--- src/rtl/pipe_stall_ctrl_pkg.sv ---
// Shared stall-bus encodings and sequencer state codes for the pipeline stall controller.
package pipe_stall_ctrl_pkg;

  typedef logic [5:0] StallBus;

  localparam logic Stop   = 1'b1;
  localparam logic NoStop = 1'b0;

  // Bit order: [0]PC [1]IF [2]ID [3]EX [4]MEM [5]WB; each value bubbles the stage above the top 1.
  localparam StallBus STALL_NONE = 6'b000000;
  localparam StallBus STALL_ID   = 6'b000111;
  localparam StallBus STALL_EX   = 6'b001111;
  localparam StallBus STALL_MEM  = 6'b011111;

  localparam int STALL_ID_BIT = 2;

  typedef enum logic [1:0] {
    RUN      = 2'd0,
    DIV_WAIT = 2'd1,
    MEM_WAIT = 2'd2
  } state_e;

endpackage

--- src/rtl/pipe_stall_ctrl_if.sv ---
// Stall request / stall bus bundle between the pipeline stages and the stall sequencer.
interface pipe_stall_ctrl_if #(
  parameter int INST_W = 32
);
  import pipe_stall_ctrl_pkg::*;

  logic              stallreq_id;
  logic              div_start;
  logic              mem_req;
  logic              mem_ack;
  logic [INST_W-1:0] inst_sram_rdata;
  StallBus           stall;
  logic              div_done;
  logic [INST_W-1:0] id_inst;

  modport master (
    output stallreq_id, div_start, mem_req, mem_ack, inst_sram_rdata,
    input  stall, div_done, id_inst
  );

  modport slave (
    input  stallreq_id, div_start, mem_req, mem_ack, inst_sram_rdata,
    output stall, div_done, id_inst
  );

endinterface

--- src/rtl/pipe_stall_ctrl_inst_hold_buf.sv ---
// Keeps the instruction word that arrived when ID first stalled, so ID sees it again on release.
module inst_hold_buf
  import pipe_stall_ctrl_pkg::*;
#(
  parameter int INST_W = 32
) (
  input  logic              clk,
  input  logic              resetn,
  input  logic              hold_en,
  input  logic [INST_W-1:0] inst_sram_rdata,
  output logic [INST_W-1:0] id_inst
);

  logic              hold_valid_q, hold_valid_d;
  logic [INST_W-1:0] inst_hold_q, inst_hold_d;

  // Only the first stalled cycle is captured; later SRAM words belong to the next fetch.
  always_comb begin
    hold_valid_d = hold_valid_q;
    inst_hold_d  = inst_hold_q;
    if (hold_en == Stop) begin
      if (!hold_valid_q) begin
        hold_valid_d = 1'b1;
        inst_hold_d  = inst_sram_rdata;
      end
    end else begin
      hold_valid_d = 1'b0;
    end
  end

  always_ff @(posedge clk or negedge resetn) begin
    if (!resetn) begin
      hold_valid_q <= 1'b0;
      inst_hold_q  <= '0;
    end else begin
      hold_valid_q <= hold_valid_d;
      inst_hold_q  <= inst_hold_d;
    end
  end

  assign id_inst = hold_valid_q ? inst_hold_q : inst_sram_rdata;

endmodule

--- src/rtl/pipe_stall_ctrl.sv ---
// Central stall sequencer: merges ID/EX/MEM stall requests, times the divider, owns the ID hold buffer.
module pipe_stall_ctrl
  import pipe_stall_ctrl_pkg::*;
#(
  parameter int DIV_CYCLES = 33,
  parameter int INST_W     = 32
) (
  input logic              clk,
  input logic              resetn,
  pipe_stall_ctrl_if.slave bus
);

  localparam int CNT_W = (DIV_CYCLES > 2) ? $clog2(DIV_CYCLES) : 1;

  state_e            state_q;
  logic [CNT_W-1:0]  div_cnt_q;
  logic              div_pend_q;
  logic              mem_stall;
  logic              div_active;
  logic              div_last;
  StallBus           stall_w;
  logic [INST_W-1:0] id_inst_w;

  assign mem_stall = bus.mem_req & ~bus.mem_ack;

  // The cycle that leaves MEM_WAIT with a divide pending is a divide cycle in its own right.
  assign div_active = (state_q == DIV_WAIT) || ((state_q == MEM_WAIT) && div_pend_q);
  assign div_last   = div_active && !mem_stall && (div_cnt_q == '0);

  always_comb begin
    stall_w = STALL_NONE;
    if (mem_stall)
      stall_w = STALL_MEM;
    else if (bus.div_start || div_active)
      stall_w = STALL_EX;
    else if (bus.stallreq_id)
      stall_w = STALL_ID;
  end

  always_ff @(posedge clk or negedge resetn) begin
    if (!resetn) begin
      state_q    <= RUN;
      div_cnt_q  <= '0;
      div_pend_q <= 1'b0;
    end else begin
      case (state_q)
        RUN: begin
          if (mem_stall) begin
            state_q <= MEM_WAIT;
            // A divide issued under a MEM stall does not get its first cycle counted.
            if (bus.div_start) begin
              div_pend_q <= 1'b1;
              div_cnt_q  <= CNT_W'(DIV_CYCLES - 1);
            end
          end else if (bus.div_start) begin
            state_q   <= DIV_WAIT;
            div_cnt_q <= CNT_W'(DIV_CYCLES - 2);
          end
        end
        DIV_WAIT: begin
          if (mem_stall) begin
            state_q    <= MEM_WAIT;
            div_pend_q <= 1'b1;
          end else if (div_cnt_q == '0) begin
            state_q <= RUN;
          end else begin
            div_cnt_q <= div_cnt_q - CNT_W'(1);
          end
        end
        MEM_WAIT: begin
          if (!mem_stall) begin
            if (div_pend_q) begin
              div_pend_q <= 1'b0;
              if (div_cnt_q == '0) begin
                state_q <= RUN;
              end else begin
                state_q   <= DIV_WAIT;
                div_cnt_q <= div_cnt_q - CNT_W'(1);
              end
            end else if (bus.div_start) begin
              state_q   <= DIV_WAIT;
              div_cnt_q <= CNT_W'(DIV_CYCLES - 2);
            end else begin
              state_q <= RUN;
            end
          end
        end
        default: begin
          state_q    <= RUN;
          div_pend_q <= 1'b0;
        end
      endcase
    end
  end

  inst_hold_buf #(
    .INST_W (INST_W)
  ) u_hold (
    .clk             (clk),
    .resetn          (resetn),
    .hold_en         (stall_w[STALL_ID_BIT]),
    .inst_sram_rdata (bus.inst_sram_rdata),
    .id_inst         (id_inst_w)
  );

  assign bus.stall    = stall_w;
  assign bus.div_done = div_last;
  assign bus.id_inst  = id_inst_w;

endmodule

--- src/flat_wrapper.sv ---
// flat-port wrapper written by rule: the top's interface ports become plain ports
module pipe_stall_ctrl_flat import pipe_stall_ctrl_pkg::*;
#(
  parameter int DIV_CYCLES = 33,
  parameter int INST_W     = 32
)
  (clk, resetn, bus_stallreq_id, bus_div_start, bus_mem_req, bus_mem_ack, bus_inst_sram_rdata, bus_stall, bus_div_done, bus_id_inst);
  pipe_stall_ctrl_if #(.INST_W(INST_W)) bus_i ();
  input logic clk;
  input logic resetn;
  input wire logic [$bits(bus_i.stallreq_id)-1:0] bus_stallreq_id;
  input wire logic [$bits(bus_i.div_start)-1:0] bus_div_start;
  input wire logic [$bits(bus_i.mem_req)-1:0] bus_mem_req;
  input wire logic [$bits(bus_i.mem_ack)-1:0] bus_mem_ack;
  input wire logic [$bits(bus_i.inst_sram_rdata)-1:0] bus_inst_sram_rdata;
  output wire logic [$bits(bus_i.stall)-1:0] bus_stall;
  output wire logic [$bits(bus_i.div_done)-1:0] bus_div_done;
  output wire logic [$bits(bus_i.id_inst)-1:0] bus_id_inst;
  assign bus_i.stallreq_id = bus_stallreq_id;
  assign bus_i.div_start = bus_div_start;
  assign bus_i.mem_req = bus_mem_req;
  assign bus_i.mem_ack = bus_mem_ack;
  assign bus_i.inst_sram_rdata = bus_inst_sram_rdata;
  assign bus_stall = bus_i.stall;
  assign bus_div_done = bus_i.div_done;
  assign bus_id_inst = bus_i.id_inst;
  pipe_stall_ctrl #(.DIV_CYCLES(DIV_CYCLES), .INST_W(INST_W)) u_core (.clk(clk), .resetn(resetn), .bus(bus_i));
endmodule
--- config.mk ---
export PLATFORM = sky130hd
export DESIGN_NAME = pipe_stall_ctrl_flat
export DESIGN_NICKNAME = d
export VERILOG_FILES = /design/src/rtl/pipe_stall_ctrl_pkg.sv /design/src/rtl/pipe_stall_ctrl_if.sv /design/src/rtl/pipe_stall_ctrl_inst_hold_buf.sv /design/src/rtl/pipe_stall_ctrl.sv /design/src/flat_wrapper.sv
export SDC_FILE = /design/constraint.sdc
export NUM_CORES = 1
export LEC_CHECK = 0
export ABC_AREA = 1
export ABC_CLOCK_PERIOD_IN_PS = 1900
export BUFFER_PORTS_ARGS = -buffer_cell sky130_fd_sc_hd__buf_2
export CELL_PAD_IN_SITES_DETAIL_PLACEMENT = 1
export CELL_PAD_IN_SITES_GLOBAL_PLACEMENT = 1
export CORE_AREA = 4 4 94 96
export DETAILED_ROUTE_END_ITERATION = 16
export DIE_AREA = 0 0 98 100
export GPL_TIMING_DRIVEN = 0
export HOLD_SLACK_MARGIN = 0.08
export PLACE_DENSITY = 0.83
export SLEW_MARGIN = 20
export SYNTH_ARGS = -nofsm -noshare
export SYNTH_HDL_FRONTEND = slang
export SYNTH_SLANG_ARGS = --single-unit
export TNS_END_PERCENT = 50
--- constraint.sdc ---
create_clock -name clk -period 1.9 [get_ports clk]
set_input_delay 0.38 -clock clk [delete_from_list [all_inputs] [get_ports clk]]
set_output_delay 0.38 -clock clk [all_outputs]
set_load 0.03 [all_outputs]
* Word-level counts from Yosys, hierarchy flattened
Cells that the tools add are included.
** Storage, ports and cells
- Bits in registers :: 42
- Bits in latches :: 0
- Memory bits (writable) :: 0
- Bits in read-only memories :: 0
- Memories kept :: 0
** Operators by class
- $add $sub $neg :: 1
- Multipliers :: 0
- Divide/modulo/power cells :: 0
- Order comparisons :: 0
- Equality and inequality tests :: 10
- Shift operators :: 0
- Mux-type cells :: 27
- Bitwise logic cells :: 2
- Reductions and logical operators :: 12
** Operator list (count)
- 6-bit two-way mux :: 9
- 32-bit two-way mux :: 1
- 6-bit one-hot mux with 3 select lines :: 1
- 2-bit two-way mux :: 6
- 4-bit AND reduction :: 2
- 1-bit two-way mux :: 7
- 6-bit logical NOT :: 1
- 2-bit inequality test (second input constant) :: 3
- 3-bit by 2-bit inequality test with 1-bit output (second input constant) :: 2
- 2-bit one-hot mux with 3 select lines :: 1
- 6-bit by 1-bit subtractor with 6-bit output (second input constant) :: 1
- 2-bit by 1-bit inequality test with 1-bit output (second input constant) :: 2
- 1-bit logical AND :: 3
- 3-bit two-way mux :: 1
- 3-bit inequality test (second input constant) :: 1
- 1-bit one-hot mux with 3 select lines :: 1
- 3-bit AND reduction :: 1
- 3-bit nonzero test :: 1
- 2-bit by 1-bit == test with 1-bit output (second input constant) :: 1
- 2-bit == test (second input constant) :: 1
- 2-bit logical NOT :: 1
- 1-bit logical OR :: 2
- 1-bit AND :: 1
- 1-bit logical NOT :: 1
- 1-bit inverter :: 1

* Depth between registers and ports, before layout
Gate-level depths: netlist (run 1).
- Depth after elaboration :: 7
- Mapped depth :: 11

* Hierarchy
A second synthesis (run 1) with hierarchy kept.
** Unflattened totals
- Cell total of the unflattened synthesis :: 441
- Area total of the unflattened synthesis :: 2900.3 µm²
** By module, submodules not included
- inst_hold_buf :: instances 1, cells each 305, area an instance 2019.4 µm², seq. area each 825.8 µm²
- pipe_stall_ctrl :: instances 1, cells each 136, area an instance 880.8 µm², seq. area each 225.2 µm²

* Worst setup path before layout (run 1)
No wires, ideal clock.
- Path kind :: register to output
- Start :: register u_core.state_q[0]
- End :: output bus_stall[0]
- Arrival time :: 1.703 ns
- Required time :: 1.520 ns
- Setup slack :: -0.183 ns
- Cell stages (with the launch flop) :: 11
- Buffers on the path :: 3
- Cells stage by stage :: dfrtp_1 inv_1 ha_1 nand2_1 nand2_1 nor3_2 inv_2 or2_1 buf_6 buf_6 buf_4
** Between the ends
- Word-level cells in the longest chain between the ends :: 6
- Elaborated cells between the ends (all ways) :: 7
** RTL lines
- start: declaration :: line pipe_stall_ctrl.sv:15 : state_e state_q;
- start signal: assignment :: line pipe_stall_ctrl.sv:42 : state_q <= RUN;
- start signal: assignment :: line pipe_stall_ctrl.sv:49 : state_q <= MEM_WAIT;
- start signal: assignment :: line pipe_stall_ctrl.sv:56 : state_q <= DIV_WAIT;
- 2-bit == test :: line pipe_stall_ctrl.sv:27 : assign div_active = (state_q == DIV_WAIT) || ((state_q == MEM_WAIT) && div_pend_q);
- 1-bit logical AND :: line pipe_stall_ctrl.sv:27
- 1-bit logical OR * :: line pipe_stall_ctrl.sv:27
- 1-bit logical OR * :: line pipe_stall_ctrl.sv:34 : else if (bus.div_start || div_active)
- 6-bit two-way mux * :: line pipe_stall_ctrl.sv:34
- 6-bit two-way mux * :: line pipe_stall_ctrl.sv:32 : if (mem_stall)
- end: declaration :: line flat_wrapper.sv:16 : output wire logic [$bits(bus_i.stall)-1:0] bus_stall;
Every way passes the cells marked *; elsewhere a longest branch is shown, timed or not.

* Worst setup path in the final report (run 1)
- Start :: register u_core.state_q[1]
- End :: output bus_stall[1]
The elaborated chain is that of the path after synthesis.

==> flow_metrics.env, run 1 <==
export IMPL_drtIter0Drc=79
export IMPL_synth_cells=342
export IMPL_hold_viol_final=0
export IMPL_h_tree_depth=2
export IMPL_syn_area_um2=2580
export IMPL_clkLatencyLatePin_ps=290
export IMPL_worst_pin_slew_ps=539
export IMPL_violations="setup timing"
export IMPL_grt_max_degree=43
export IMPL_arrival_ps=1870
export IMPL_dr_pass1_iters=4
export IMPL_root_buffer="clkbuf_8"
export IMPL_pre_cts_ws_ps=-373
export IMPL_yosys_warnings=0
export IMPL_dpl_hpwl_mm=5.45
export IMPL_r2r_start="u_core.state_q[0]$_DFFE_PN0P_"
export IMPL_grt_pass1_wl_mm=13.0
export IMPL_io_buffers=75
export IMPL_setup_worst_path_end_class="primary output"
export IMPL_setup_ws_ps=-347
export IMPL_ys_flop_type="dfrtp_1"
export IMPL_clk_pin_slew_ps=90
export IMPL_numCtsBuffers=5
export IMPL_ff2ff_path_depth=11
export IMPL_synth_cell_types=31
export IMPL_synth_area_leaders="dfrtp_1, nor2_1, nand2_1"
export IMPL_fin_crit_ps=2250
export IMPL_drt_total_wl_mm=8.01
export IMPL_reg2reg_setup_slack_ps=-100
export IMPL_nNetsFinal=485
export IMPL_start_kind="register"
export IMPL_synth_most_common_cell="nor2_1"
export IMPL_synth_edf_count=0
export IMPL_postRouteAntennaNets=0
export IMPL_wl_per_cell_um=14.6
export IMPL_max_slew_margin_pct=64.1
export IMPL_fin_tns_setup_ps=-1330
export IMPL_finalCritPeriodShare_pct=118
export IMPL_boundaryPins=77
export IMPL_drcViolationCount=0
export IMPL_start_util_pct=32.1
export IMPL_status="finished with violations"
export IMPL_synth_avg_cell_area_um2=7.55
export IMPL_rows=33
export IMPL_reg2reg_to="u_core.div_cnt_q[0]$_DFFE_PN0P_"
export IMPL_drv_slew=0
export IMPL_placed_cell_area_um2=3100
export IMPL_die_area_um2=9800
export IMPL_viasPerCell=4.78
export IMPL_hp_class="input port to asynchronous set/reset pin"
export IMPL_fin_hold_ws_ps=66.4
export IMPL_fp_coreArea_um2=8050
export IMPL_rsz0062_at_grt="true"
export IMPL_cts_tree="built"
export IMPL_worstPathMaxFanout=5
export IMPL_path_class="register to primary output"
export IMPL_num_antenna_cells=0
export IMPL_vias=2614
export IMPL_track_usage_pct=16.2
export IMPL_antenna_found_initial=0
export IMPL_grt_pass1_vias=2676
export IMPL_place_congestion=0.872
export IMPL_powerDensity_nw_per_um2=1820
export IMPL_drv_cap=0
export IMPL_overflow=0
export IMPL_ys_seq_area_share_pct=40.7
export IMPL_synth_top_area_cell="dfrtp_1"
export IMPL_setup_viol=7
export IMPL_vdd_ir_drop_max_mv=0.669
export IMPL_required_ps=1520
export IMPL_synth_common_cells="nor2_1, nand2_1, inv_1, dfrtp_1, a21oi_1"
export IMPL_fmax_mhz=445
export IMPL_die_height_um=100
export IMPL_drive_gt1_share_pct=45.9
export IMPL_leakage_uw=0.00187
export IMPL_fillCellCount=1009
export IMPL_die_w_um=98
export IMPL_synth_top_area_share_pct=40.7
export IMPL_ys_ff_latch=42
export IMPL_async_flop_share_pct=100
export IMPL_p_total_uw=6620
export IMPL_clockBufferDepth=2
export IMPL_final_area_um2=3640
export IMPL_skew_ps=6.38
export IMPL_synth_nets=386
export IMPL_cts_sinks=42
export IMPL_areaGrowthSynthToFinish_pct=41.1
## worst max path at each step
stage / depth (start not counted) / slack (ps) / end / from
after global placement: 11 / -330 / bus_stall[0] / u_core.state_q[0]$_DFFE_PN0P_
final: 10 / -350 / bus_stall[1] / u_core.state_q[1]$_DFFE_PN0P_
after floorplan: 10 / -140 / bus_stall[0] / u_core.state_q[0]$_DFFE_PN0P_
after detailed placement: 11 / -370 / bus_stall[2] / u_core.state_q[0]$_DFFE_PN0P_
after global routing: 10 / -430 / bus_stall[1] / u_core.state_q[1]$_DFFE_PN0P_
after CTS: 11 / -530 / bus_stall[1] / u_core.state_q[1]$_DFFE_PN0P_
## where the power goes
group / leakage [µW] / internal (µW) / switching [µW]
Sequential: 0.000493 / 1340 / 203
Combinational: 0.00133 / 1610 / 2740
Clock: 0.0000514 / 392 / 319
## state kept, by name, summed over array words and instances, names as in the netlist
name / flops
u_core.u_hold.inst_hold_q: 32
u_core.div_cnt_q: 6
u_core.state_q: 2
u_core.div_pend_q: 1
u_core.u_hold.hold_valid_q: 1
## timing repair
| action | CTS | global route |
|---|---|---|
| gates resized for setup | 59 | 37 |
| setup buffers | 16 | 4 |
| setup endpoints to repair | 36 | 72 |
| pin swaps | 7 | 9 |
| hold endpoints to repair | 0 | 0 |
| hold buffers | 0 | 0 |
## cell type report
class	instances	area, µm²	area share (%)
multi-input cells	230	1390	38.2
clock inverters	2	37.5	1.03
plain buffers	18	174	4.78
flip-flops and latches	42	1050	28.9
clock buffers	6	72.6	1.99
inverters	51	195	5.36
repair buffers	93	587	16.1
well taps	105	131	3.61
## cell usage in the layout (no fill, tap or decap), types with 7 or more instances in the layout
| master | count |
|---|---|
| buf_6 | 12 |
| nand2_1 | 48 |
| buf_4 | 36 |
| dfrtp_1 | 40 |
| a21oi_2 | 19 |
| nand2_2 | 18 |
| nor2_1 | 51 |
| buf_2 | 55 |
| a21oi_1 | 19 |
| o21ai_1 | 9 |
| o21ai_2 | 22 |
| nand3_1 | 7 |
| inv_1 | 45 |
## stage by stage
step           instances  utilization, %
2_1_floorplan        342               -
3_3_place_gp         522            38.5
3_5_place_dp         522            38.5
4_1_cts              546            43.7
5_1_grt              547            45.2
6_report             547            45.2
## logic make-up after synthesis
| family | Yosys count | share of synthesized area (%) |
|---|---|---|
| AND/OR/NAND/NOR | 139 | 23.0 |
| other | 1 | 0.145 |
| adder cells (fa/ha/maj) | 6 | 2.91 |
| buffers and inverters | 70 | 12.7 |
| flip-flops | 42 | 40.7 |
| XOR/XNOR | 2 | 0.679 |
| AO/OA/AOI/OAI | 82 | 19.8 |
## per-layer routing
layer	vias up	track usage (%)	routed length, µm
li1	1265	-	-
met1	1279	19.8	3380
met2	61	29.7	4160
met3	9	3.20	405
met4	0	3.41	68
met5	-	0	0
## critical path, cell delays in order (launching register included)
cell and delay [ps]:
dfrtp_2 410, inv_2 70, ha_4 170, inv_4 60, nand2_4 50, nor3_4 110
inv_2 50, or2_4 270, buf_12 140, buf_6 100, buf_6 120
(Power assumes the default switching activity.)
==> run 2: changes to the inputs <==
Settings changed: CORE_AREA 4 4 94 96 to 3 3 93 95, DIE_AREA 0 0 98 100 to 0 0 96 98, SLEW_MARGIN 20 to 30.
==> run 2 against run 1 <==
The run still ends with setup timing left. Maximum frequency shrank 0.59%. Die area shrank 4.0%. Critical path depth is the same. Critical endpoint unchanged.
==> flow_metrics.env, run 2 (synthesis results as in run 1) <==
export IMPL_status="finished with violations"
export IMPL_violations="setup timing"
export IMPL_die_w_um=96
export IMPL_dr_max_layer_used="met4"
export IMPL_path_class="register to primary output"
export IMPL_fin_crit_ps=2260
export IMPL_nNetsFinal=483
export IMPL_crit_slowest_cell="dfrtp_2"
export IMPL_multi_input_area_um2=1300
export IMPL_clockBufferDepth=2
export IMPL_final_seq_area_um2=1050
export IMPL_root_buffer="clkbuf_8"
export IMPL_antenna_found_initial=0
export IMPL_track_usage_pct=15.8
export IMPL_cts_tree="built"
export IMPL_fin_hold_ws_ps=456
export IMPL_drv_cap=0
export IMPL_cp_top_family="buffers and inverters"
export IMPL_io_buffers=75
export IMPL_drv_slew=0
export IMPL_fmax_mhz=442
export IMPL_top_register="u_core.u_hold.inst_hold_q"
export IMPL_arrival_ps=1880
export IMPL_finalCritPeriodShare_pct=119
export IMPL_die_area_um2=9410
export IMPL_fin_tns_setup_ps=-1180
export IMPL_drive_gt1_share_pct=41.6
export IMPL_skew_ps=8.36
export IMPL_boundaryPins=77
export IMPL_die_height_um=98
export IMPL_vdd_ir_drop_max_mv=0.606
export IMPL_drcViolationCount=0
export IMPL_largest_register_ffs=32
export IMPL_required_ps=1520
export IMPL_num_antenna_cells=0
export IMPL_drt_total_wl_mm=7.43
export IMPL_numCtsBuffers=5
export IMPL_rows=32
export IMPL_wl_met2_mm=3.91
export IMPL_hp_class="input port to register"
export IMPL_cp_num_buf_inv=6
export IMPL_grt_pass1_wl_mm=12.0
export IMPL_drtIter0Drc=56
export IMPL_fp_coreArea_um2=7810
export IMPL_grt_pass1_vias=2661
export IMPL_mostFrequentLayoutCell="buf_2"
export IMPL_start_kind="register"
export IMPL_hold_start="bus_inst_sram_rdata[10]"
export IMPL_r2r_start="u_core.state_q[0]$_DFFE_PN0P_"
export IMPL_cts_sinks=42
export IMPL_overflow=0
export IMPL_setup_worst_path_end_class="primary output"
export IMPL_final_util_pct=45.0
export IMPL_fin_cells=542
export IMPL_crit_path_max_incr_delay_ps=420
export IMPL_setup_viol=4
export IMPL_areaGrowthSynthToFinish_pct=36.0
export IMPL_dpl_hpwl_mm=5.43
export IMPL_dp_cells=519
export IMPL_hold_viol_final=0
export IMPL_viasPerCell=4.73
export IMPL_worst_pin_slew_ps=536
export IMPL_h_tree_depth=2
export IMPL_place_congestion=0.859
export IMPL_fillCellCount=1001
export IMPL_layout_common_cells="buf_2, nor2_1, nand2_1, inv_1, dfrtp_1"
export IMPL_setup_ws_ps=-360
export IMPL_max_slew_margin_pct=64.3
export IMPL_powerDensity_nw_per_um2=1790
export IMPL_startpoint="u_core.state_q[1]$_DFFE_PN0P_"
export IMPL_grt_max_degree=43
export IMPL_postRouteAntennaNets=0
export IMPL_start_util_pct=33.1
export IMPL_wl_met3_um=318
export IMPL_worstPathMaxFanout=5
export IMPL_clk_pin_slew_ps=90
export IMPL_reg_top3="u_core.u_hold.inst_hold_q x32, u_core.div_cnt_q x6, u_core.state_q x2"
export IMPL_worstPathCellList="inv_2 -> ha_4 -> inv_4 -> nand2_4 -> nor3_4 -> inv_2 -> or2_4 -> buf_12 -> buf_6 -> buf_6"
export IMPL_clkLatencyLatePin_ps=290
export IMPL_dr_pass1_iters=4
export IMPL_wl_per_cell_um=13.7
export IMPL_leakage_uw=0.00182
export IMPL_wl_met1_mm=3.12
export IMPL_rsz0062_at_grt="true"
export IMPL_vias=2565
[run 2: cell count changes in the layout (fill, tap and decap cells not counted), moves of 2 or more]
cell,delta
buf_4,-8
nand2_1,+4
nand2_4,-4
nor2_1,+4
a21oi_4,-2
buf_2,+8
clkbuf_4,-2
nor2_2,-3
a21oi_1,+9
a21oi_2,-7
[run 2: per-stage QoR]
| stage | worst slack [ps] | cell area [µm²] | power [µW] |
|---|---|---|---|
| floorplan | -142 | 2600 | 4230 |
| global placement | -322 | 3100 | 4980 |
| detailed placement | -362 | 3100 | 5130 |
| CTS | -553 | 3410 | 6130 |
| global route | -450 | 3510 | 6820 |
| finish | -360 | 3510 | 6280 |
[run 2: worst reg2reg max path: cells and delay by family (launching register included)]
| kind | cells | cell delay, ps |
|---|---|---|
| AND/OR/NAND/NOR | 4 | 670 |
| flip-flops | 1 | 440 |
| buffers and inverters | 4 | 280 |
| AO/OA/AOI/OAI | 2 | 240 |
| adder cells (fa/ha/maj) | 1 | 140 |
[run 2: path summary, 6_finish.rpt]
kind / to / slack (ps) / depth (start not counted)
max: bus_stall[1] / -360 / 10
min: u_core.u_hold.inst_hold_q[10]$_DFFE_PN0P_ / 460 / 5
max reg2reg: u_core.div_cnt_q[0]$_DFFE_PN0P_ / 90 / 11
min reg2reg: u_core.u_hold.inst_hold_q[0]$_DFFE_PN0P_ / 530 / 2
max in group asynchronous: u_core.state_q[0]$_DFFE_PN0P_ / 890 / 2
min in group asynchronous: u_core.u_hold.inst_hold_q[15]$_DFFE_PN0P_ / 610 / 2
[run 2: layout make-up]
| class | instances | area share (%) |
|---|---|---|
| Multi-Input combinational cell | 230 | 36.9 |
| Sequential cell | 42 | 30.0 |
| Timing Repair Buffer | 91 | 15.8 |
| Inverter | 51 | 5.63 |
| Buffer | 18 | 4.85 |
| Tap cell | 102 | 3.64 |
| Clock buffer | 6 | 2.07 |
| Clock inverter | 2 | 1.07 |
[run 2: where the power goes]
group	switching (µW)	leakage, µW	internal [µW]	total [µW]
Combinational	2560	0.00128	1450	4010
Clock	318	0.0000514	392	710
Sequential	214	0.000493	1340	1560
Total	3090	0.00182	3190	6280
[run 2: per-layer routing]
metal | track usage, % | vias to the layer above
li1 | - | 1259
met1 | 19.0 | 1245
met2 | 28.6 | 54
met3 | 2.54 | 7
met4 | 4.05 | 0
met5 | 0 | -
[run 2: what timing repair did]
action,CTS,global route
hold buffers,1,0
pin swaps,2,6
setup endpoints to repair,36,65
setup buffers,9,6
endpoints found under the hold margin,2,0
resized for setup,42,19
